### config.mk
export PLATFORM = sky130hd
export DESIGN_NAME = seg_scan_mux
export DESIGN_NICKNAME = d
export VERILOG_FILES = /design/src/rtl/seg_scan_mux.sv
export SDC_FILE = /design/constraint.sdc
export NUM_CORES = 1
export LEC_CHECK = 0
export ABC_AREA = 1
export CAP_MARGIN = 0
export CORE_UTILIZATION = 40
export CTS_BUF_LIST = sky130_fd_sc_hd__clkbuf_8
export CTS_CLUSTER_DIAMETER = 120
export DETAILED_ROUTE_END_ITERATION = 10
export PLACE_DENSITY = 0.62
export RECOVER_POWER = 50
export SLEW_MARGIN = 20
export SYNTH_ARGS = -nofsm -noshare
export SYNTH_HDL_FRONTEND = slang
export SYNTH_SLANG_ARGS = --single-unit
### constraint.sdc
create_clock -name clk -period 3.8 [get_ports clk]
set_input_delay 0.76 -clock clk [delete_from_list [all_inputs] [get_ports clk]]
set_output_delay 0.76 -clock clk [all_outputs]
set_load 0.02 [all_outputs]
### src/rtl/seg_scan_mux.sv
// seg_scan_mux: time-multiplexed 4-digit seven-segment scanner with frame-aligned double buffering
// Ports:
//   clk, rst          rising-edge clock, synchronous active-high reset
//   load              one-cycle strobe capturing value/dp_in into the shadow register
//   value[15:0]       hex value, [3:0] is digit 0 (rightmost)
//   dp_in[3:0]        active-high decimal-point request per digit
//   blank_lz          leading-zero blanking enable
//   nibble[3:0]       nibble of the lit digit, to the hex decoder
//   an[3:0]           active-low anode enables
//   dp                active-low decimal-point segment
//   frame_done        one-cycle pulse when digit 0 of a new frame lights
module seg_scan_mux #(
    parameter int CLK_DIV = 50000
) (
    input  logic        clk,
    input  logic        rst,
    input  logic        load,
    input  logic [15:0] value,
    input  logic [3:0]  dp_in,
    input  logic        blank_lz,
    output logic [3:0]  nibble,
    output logic [3:0]  an,
    output logic        dp,
    output logic        frame_done
);
    localparam int DW = (CLK_DIV > 1) ? $clog2(CLK_DIV) : 1;
    logic [DW-1:0] r_div;
    logic [1:0]    r_idx;
    logic          r_run;
    logic          r_pending;
    logic [15:0]   r_sh_val;
    logic [15:0]   r_ds_val;
    logic [3:0]    r_sh_dp;
    logic [3:0]    r_ds_dp;
    logic          w_tick;
    logic          w_bound;
    logic          w_blank;
    logic [1:0]    w_idx;
    logic [15:0]   w_ds_val;
    logic [15:0]   w_shift;
    logic [3:0]    w_ds_dp;
    // r_run holds the divider on the first edge out of reset so digit 0 gets its full CLK_DIV cycles
    always_comb begin
        w_tick   = r_run && (r_div == DW'(CLK_DIV - 1));
        w_bound  = w_tick && (r_idx == 2'd3);
        w_idx    = w_tick ? r_idx + 2'd1 : r_idx;
        w_ds_val = !w_bound ? r_ds_val : load ? value : r_pending ? r_sh_val : r_ds_val;
        w_ds_dp  = !w_bound ? r_ds_dp : load ? dp_in : r_pending ? r_sh_dp : r_ds_dp;
        // nibbles idx..3 all zero means the digit is a leading zero
        w_shift  = w_ds_val >> {w_idx, 2'b00};
        w_blank  = blank_lz && (w_idx != 2'd0) && (w_shift == 16'h0);
    end
    always_ff @(posedge clk) begin
        if (rst) begin
            r_div      <= '0;
            r_idx      <= 2'd0;
            r_run      <= 1'b0;
            r_pending  <= 1'b0;
            r_sh_val   <= 16'h0;
            r_sh_dp    <= 4'h0;
            r_ds_val   <= 16'h0;
            r_ds_dp    <= 4'h0;
            nibble     <= 4'h0;
            an         <= 4'hF;
            dp         <= 1'b1;
            frame_done <= 1'b0;
        end else begin
            r_run      <= 1'b1;
            r_div      <= (w_tick || !r_run) ? '0 : r_div + DW'(1);
            r_idx      <= w_idx;
            r_sh_val   <= load ? value : r_sh_val;
            r_sh_dp    <= load ? dp_in : r_sh_dp;
            r_pending  <= !w_bound && (load || r_pending);
            r_ds_val   <= w_ds_val;
            r_ds_dp    <= w_ds_dp;
            nibble     <= w_shift[3:0];
            an         <= w_blank ? 4'hF : ~(4'b0001 << w_idx);
            dp         <= w_blank | ~w_ds_dp[w_idx];
            frame_done <= w_bound;
        end
    end
endmodule

# Word level (Yosys, flattened, before mapping)
# Cells that the tools add are included.
# W data, S select, Z words.
totals:
  register_bits: 70
  out_inout_bits: 10
  wordCells: 45
classes:
  order_cmp: 1
  reduce_logical: 13
  shifts: 2
  muxes: 10
  bitwise_logic: 3
  n_eq_ne: 2
  n_addsub: 2
ops:
  columns: ["operator", "n"]
  rows:
  - ["$mux W16", 3]
  - ["$add A16 B1 Y16 const B", 1]
  - ["$eq A16 B16 Y1 const B", 1]
  - ["$logic_not A16 Y1", 1]
  - ["$shr A16 B4 Y16", 1]
  - ["$mux W4", 3]
  - ["$logic_and A1 B1 Y1", 5]
  - ["$not A4 Y4", 1]
  - ["$reduce_or A2 Y1", 2]
  - ["$shl A1 B2 Y4 const A", 1]
  - ["$lt A2 B3 Y1 const B", 1]
  - ["$add A2 B1 Y2 const B", 1]
  - ["$bmux W1 S2", 1]
  - ["$eq A2 B2 Y1 const B", 1]
  - ["$logic_not A1 Y1", 2]
  - ["$logic_or A1 B1 Y1", 2]
  - ["$mux W1", 2]
  - ["$mux W2", 1]
  - ["$reduce_bool A2 Y1", 1]
  - ["$not A1 Y1", 1]
  - ["$or A1 B1 Y1", 1]

# Depth between registers and ports, before layout
logic_depth:
  ltp_word: 8
  depth_mapped: 15
  ltp_nobuf: 15

# Worst setup path before layout
# OpenSTA, ideal clock, no wires.
synth_path:
  path_kind: "input to register"
  from: "input load"
  to: "register dp"
  required_ps: 3677
  setup_time_ps: 123
  cell_stages: 7
  slack_ps: 1766
  arrival_time_ps: 1911
  path_cell_list: "clkbuf_1 buf_2 mux2i_1 o32ai_1 nand2_1 nand4_1 nand3_1"
synth_between:
  elab_chain_len: 6
  word_cells_on_any_way: 11
  cone_classes: "1 x shift; 6 x mux; 2 x bitwise; 2 x reduce/logical"
synth_rtl:
  columns: ["item", "line", "rtl"]
  rows:
  - ["start, declared", "17", "input logic load,"]
  - ["$mux W16 / $mux W4 (equally long branches) (2 in a row)", "47, 48", null]
  - ["$shr A16 B4 Y16 / $bmux W1 S2 (equally long branches)", "50, 78", null]
  - ["$logic_not A16 Y1 / $mux W1 (equally long branches)", "51, 78", null]
  - ["$logic_and A1 B1 Y1 / $not A1 Y1 (equally long branches)", "51, 78", null]
  - ["$or A1 B1 Y1 (*)", "78", "dp <= w_blank | ~w_ds_dp[w_idx];"]
  - ["end signal, assigned", "78", null]
  - ["end, declared", "23", "output logic dp,"]
# Every way passes the cells marked *; elsewhere a longest branch is shown, timed or not. The select of a mux whose other input is x is not followed.
# A chain may end at the register's enable or synchronous reset.

# Worst setup path after layout
layout_path:
  from: "input rst"
  to: "register r_div[12]"
layout_between:
  elab_chain_len: 1
layout_rtl:
  columns: ["item", "line", "rtl"]
  rows:
  - ["start, declared", "16", "input logic rst,"]
  - ["$reduce_or A2 Y1 (no source line)", null, null]
  - ["end signal, assigned", "69", "r_div <= (w_tick || !r_run) ? '0 : r_div + DW'(1);"]
  - ["end, declared", "27", "logic [DW-1:0] r_div;"]
# No other way between the ends.

==> impl_results.md <==
* Starting density of the core at 41.2%
* CTS tree: done
* CTS max path bufs at 2
* Initial DRC count at 212
* Vias post-DR at 3206
* Clk root buf: clkbuf_8
* Core area at 0.00822 mm²
* Fmax achieved at 0.324 GHz
* Top post-synthesis cells by area: dfxtp_1 (41%), nand2_1 (18%), nor2_1 (6.9%)
* Top_reg_cell synth: dfxtp_1
* Worst-Skew Late Latency at 350 ps
* Mux cell area share after synthesis at 1.18%
* GRT met3 Usage at 4.77%
* Drc violations at 0
* Synth top area share at 41.4%
* Cell taking the most area after synthesis: dfxtp_1
* Fillers at 834
* Die height at 94.0 µm
* Share of layout cells above drive strength 1 at 9.11%
* First-pass GRT wire length at 13300 µm
* Drt first pass iters at 4
* ANT nets after route at 0
* Period utilization at 81.1%
* Die Wd at 94.0 µm
* Hold Crit Class: reg -> reg
* Compound-Gate Fraction of Synth Area at 11.1%
* PostCTS Resize Cnt at 0
* Setup CP Type: in -> reg
* Port Buffers at 33
* Failing checks: max-capacitance violations, max-slew violations
* # setup viols final at 0
* Hold Violations, Final at 0
* Synth Area in Simple Gates at 38.8%
* Overflow after GRT at 0
* IO Pins at 34
* Post-synthesis net count at 528
* Synthesized area per cell at 6.75 µm²
* Synth Area in Adders at 0.739%
* WP data arrival at 3340 ps
* Vias per cell at 4.99
* Startpoint Class: input port
* Largest net degree at the start of global routing at 51
* Largest family of logic cells by synthesized area: simple AND/OR/NAND/NOR gates
* XOR/XNOR Fraction of Synth Area at 0%
* GPL Wtd Cong at 0.900
* Total power at 0.00145 W
* CP endpoint kind: flip-flop
* GR Util met2 at 30.0%
* Yosys reg bits at 70
* DIE AREA at 0.00884 mm²
* Final nets at 559
* Clock transition at path regs at 80 ps
* Pleak at 1.66 nW
* Post-route minimum period at 3080 ps
* Async SR Flop Fraction at 0%
* VDD IR max at 0.164 mV
* Setup TNS at 0 ps
* Fin. max-slew vios at 51
* Grt met1 use at 25.7%
* Slew margin rel. at -52.5%
* Outcome: finished with violations
* Maxcap violations at 1
* Number of synthesized flops with an enable pin at 0
* Worst-path maximum fanout at 50
* Post-DR wirelength/cell at 12.2 µm
* WP data required at 4050 ps
* Post-CTS Hold Buffers at 0
* Ant diodes at 0
* Worst-Margin Slew at 2290 ps
* Post-synthesis cell count at 502
* Postcts setup bufs at 0
* Fin util at 48.7%
* Busiest layer in global routing: met2
* Final Cell Area at 0.00400 mm²
* Site Rows at 33
* Post-Syn Area at 0.00339 mm²
* Clk_skew at 16.4 ps
* RSZ-0062 raised after global routing: false
* Commonest cells post-synth: nand2_1 (160), dfxtp_1 (70), nor2_1 (62)
* Pwr/cell area at 363 mW/mm²
* Top-count cell post-synth: nand2_1
* Sequential cell area fraction in the yosys report at 41.4%
* Clock Sinks at 70
* Tot GR Track Use at 19.3%
* Synthesis-to-layout area growth at 18.1%
* DP Area at 0.00380 mm²
* Placed wire-length estimate at 5370 µm
* Vias in the first global route at 2863
* Synth warn at 0
* Count of different cell masters after synthesis at 32
* Initial antenna violation count at 0
* Final WL at 7830 µm
* WHS at 453 ps
* TritonCTS Buffers at 9
* H-tree depth at 3
[registers in the layout, summed over array words and instances, names as in the netlist, 2 cells and up]
| name | flops |
|---|---|
| nibble | 4 |
| r_sh_val | 16 |
| r_ds_val | 16 |
| r_sh_dp | 4 |
| r_ds_dp | 4 |
| r_idx | 2 |
| an | 4 |
| r_div | 16 |
[kinds of logic after synthesis]
family | Yosys count
AOI/OAI and AO/OA | 70
adders and majority gates | 2
buffers and inverters | 59
DFF | 70
muxes | 4
and+or+nand+nor | 297
[layer usage]
layer,wire [µm],vias up
met5,0,-
li1,-,1688
met2,3490,74
met1,3870,1433
met4,134,0
met3,338,11
[worst paths after layout]
check	start	endpoint	slack, ps	cells past startpoint
setup / recovery	rst	r_div[12]$_SDFF_PP0_	720	6
hold / removal	r_div[0]$_SDFF_PP0_	r_div[0]$_SDFF_PP0_	450	1
setup reg to reg	r_idx[0]$_SDFF_PP0_	dp$_SDFF_PP1_	1340	12
hold reg to reg	r_div[0]$_SDFF_PP0_	r_div[0]$_SDFF_PP0_	450	1
[power breakdown]
group / switching (W) / total, W / leakage (nW) / internal, W
Clock: 0.000281 / 0.000599 / 0.0997 / 0.000318
Combinational: 0.0000547 / 0.0000959 / 0.991 / 0.0000412
Sequential: 0.00000899 / 0.000757 / 0.569 / 0.000748
Total: 0.000344 / 0.00145 / 1.66 / 0.00111
[through the flow]
| step | std cells | worst slack (ps) |
|---|---|---|
| detailed placement | 627 | 683 |
| finish | 643 | 717 |
| global placement | 627 | 789 |
| floorplan | 502 | 1770 |
| global route | 643 | 447 |
| CTS | 643 | 1050 |
[cells in the final DEF (no fill, tap or decap), types with 2 or more instances in the layout]
cell | synthesis | routed
nor2_1 | 62 | 62
o21ai_0 | 16 | 16
nand4_1 | 15 | 15
nor3_2 | 2 | 2
clkbuf_8 | 0 | 10
a21oi_1 | 43 | 43
dlygate4sd3_1 | 0 | 10
inv_2 | 7 | 7
buf_4 | 0 | 4
dfxtp_1 | 70 | 70
nor3_1 | 3 | 3
o21ai_1 | 3 | 3
nand2_2 | 7 | 7
nand2_1 | 160 | 160
and2_1 | 2 | 2
nand3_1 | 30 | 30
mux2i_1 | 4 | 4
ha_1 | 2 | 2
nor2_2 | 6 | 6
o32ai_1 | 4 | 4
inv_1 | 34 | 35
nand3_2 | 3 | 3
clkinvlp_4 | 0 | 2
clkdlybuf4s50_1 | 0 | 22
nor3b_1 | 2 | 2
o21a_1 | 2 | 2
nor2_4 | 2 | 2
[area by class of cell]
class                   instances  area [µm²]  share of cell area, %
clock buffers                  10         138                   3.44
clock inverters                 6        62.6                   1.56
inverters                      42         158                   3.94
multi-input cells             373        1760                   43.9
flip-flops and latches         70        1400                   35.0
well taps                     105         131                   3.28
repair buffers                 37         354                   8.85
[worst max-delay path, cell delays in order]
cell	delay, ps
clkbuf_1	1590
nor3_2	390
inv_1	400
a21oi_1	70
o21ai_0	80
inv_1	50
No activity file was read; power rests on OpenSTA's default activity.
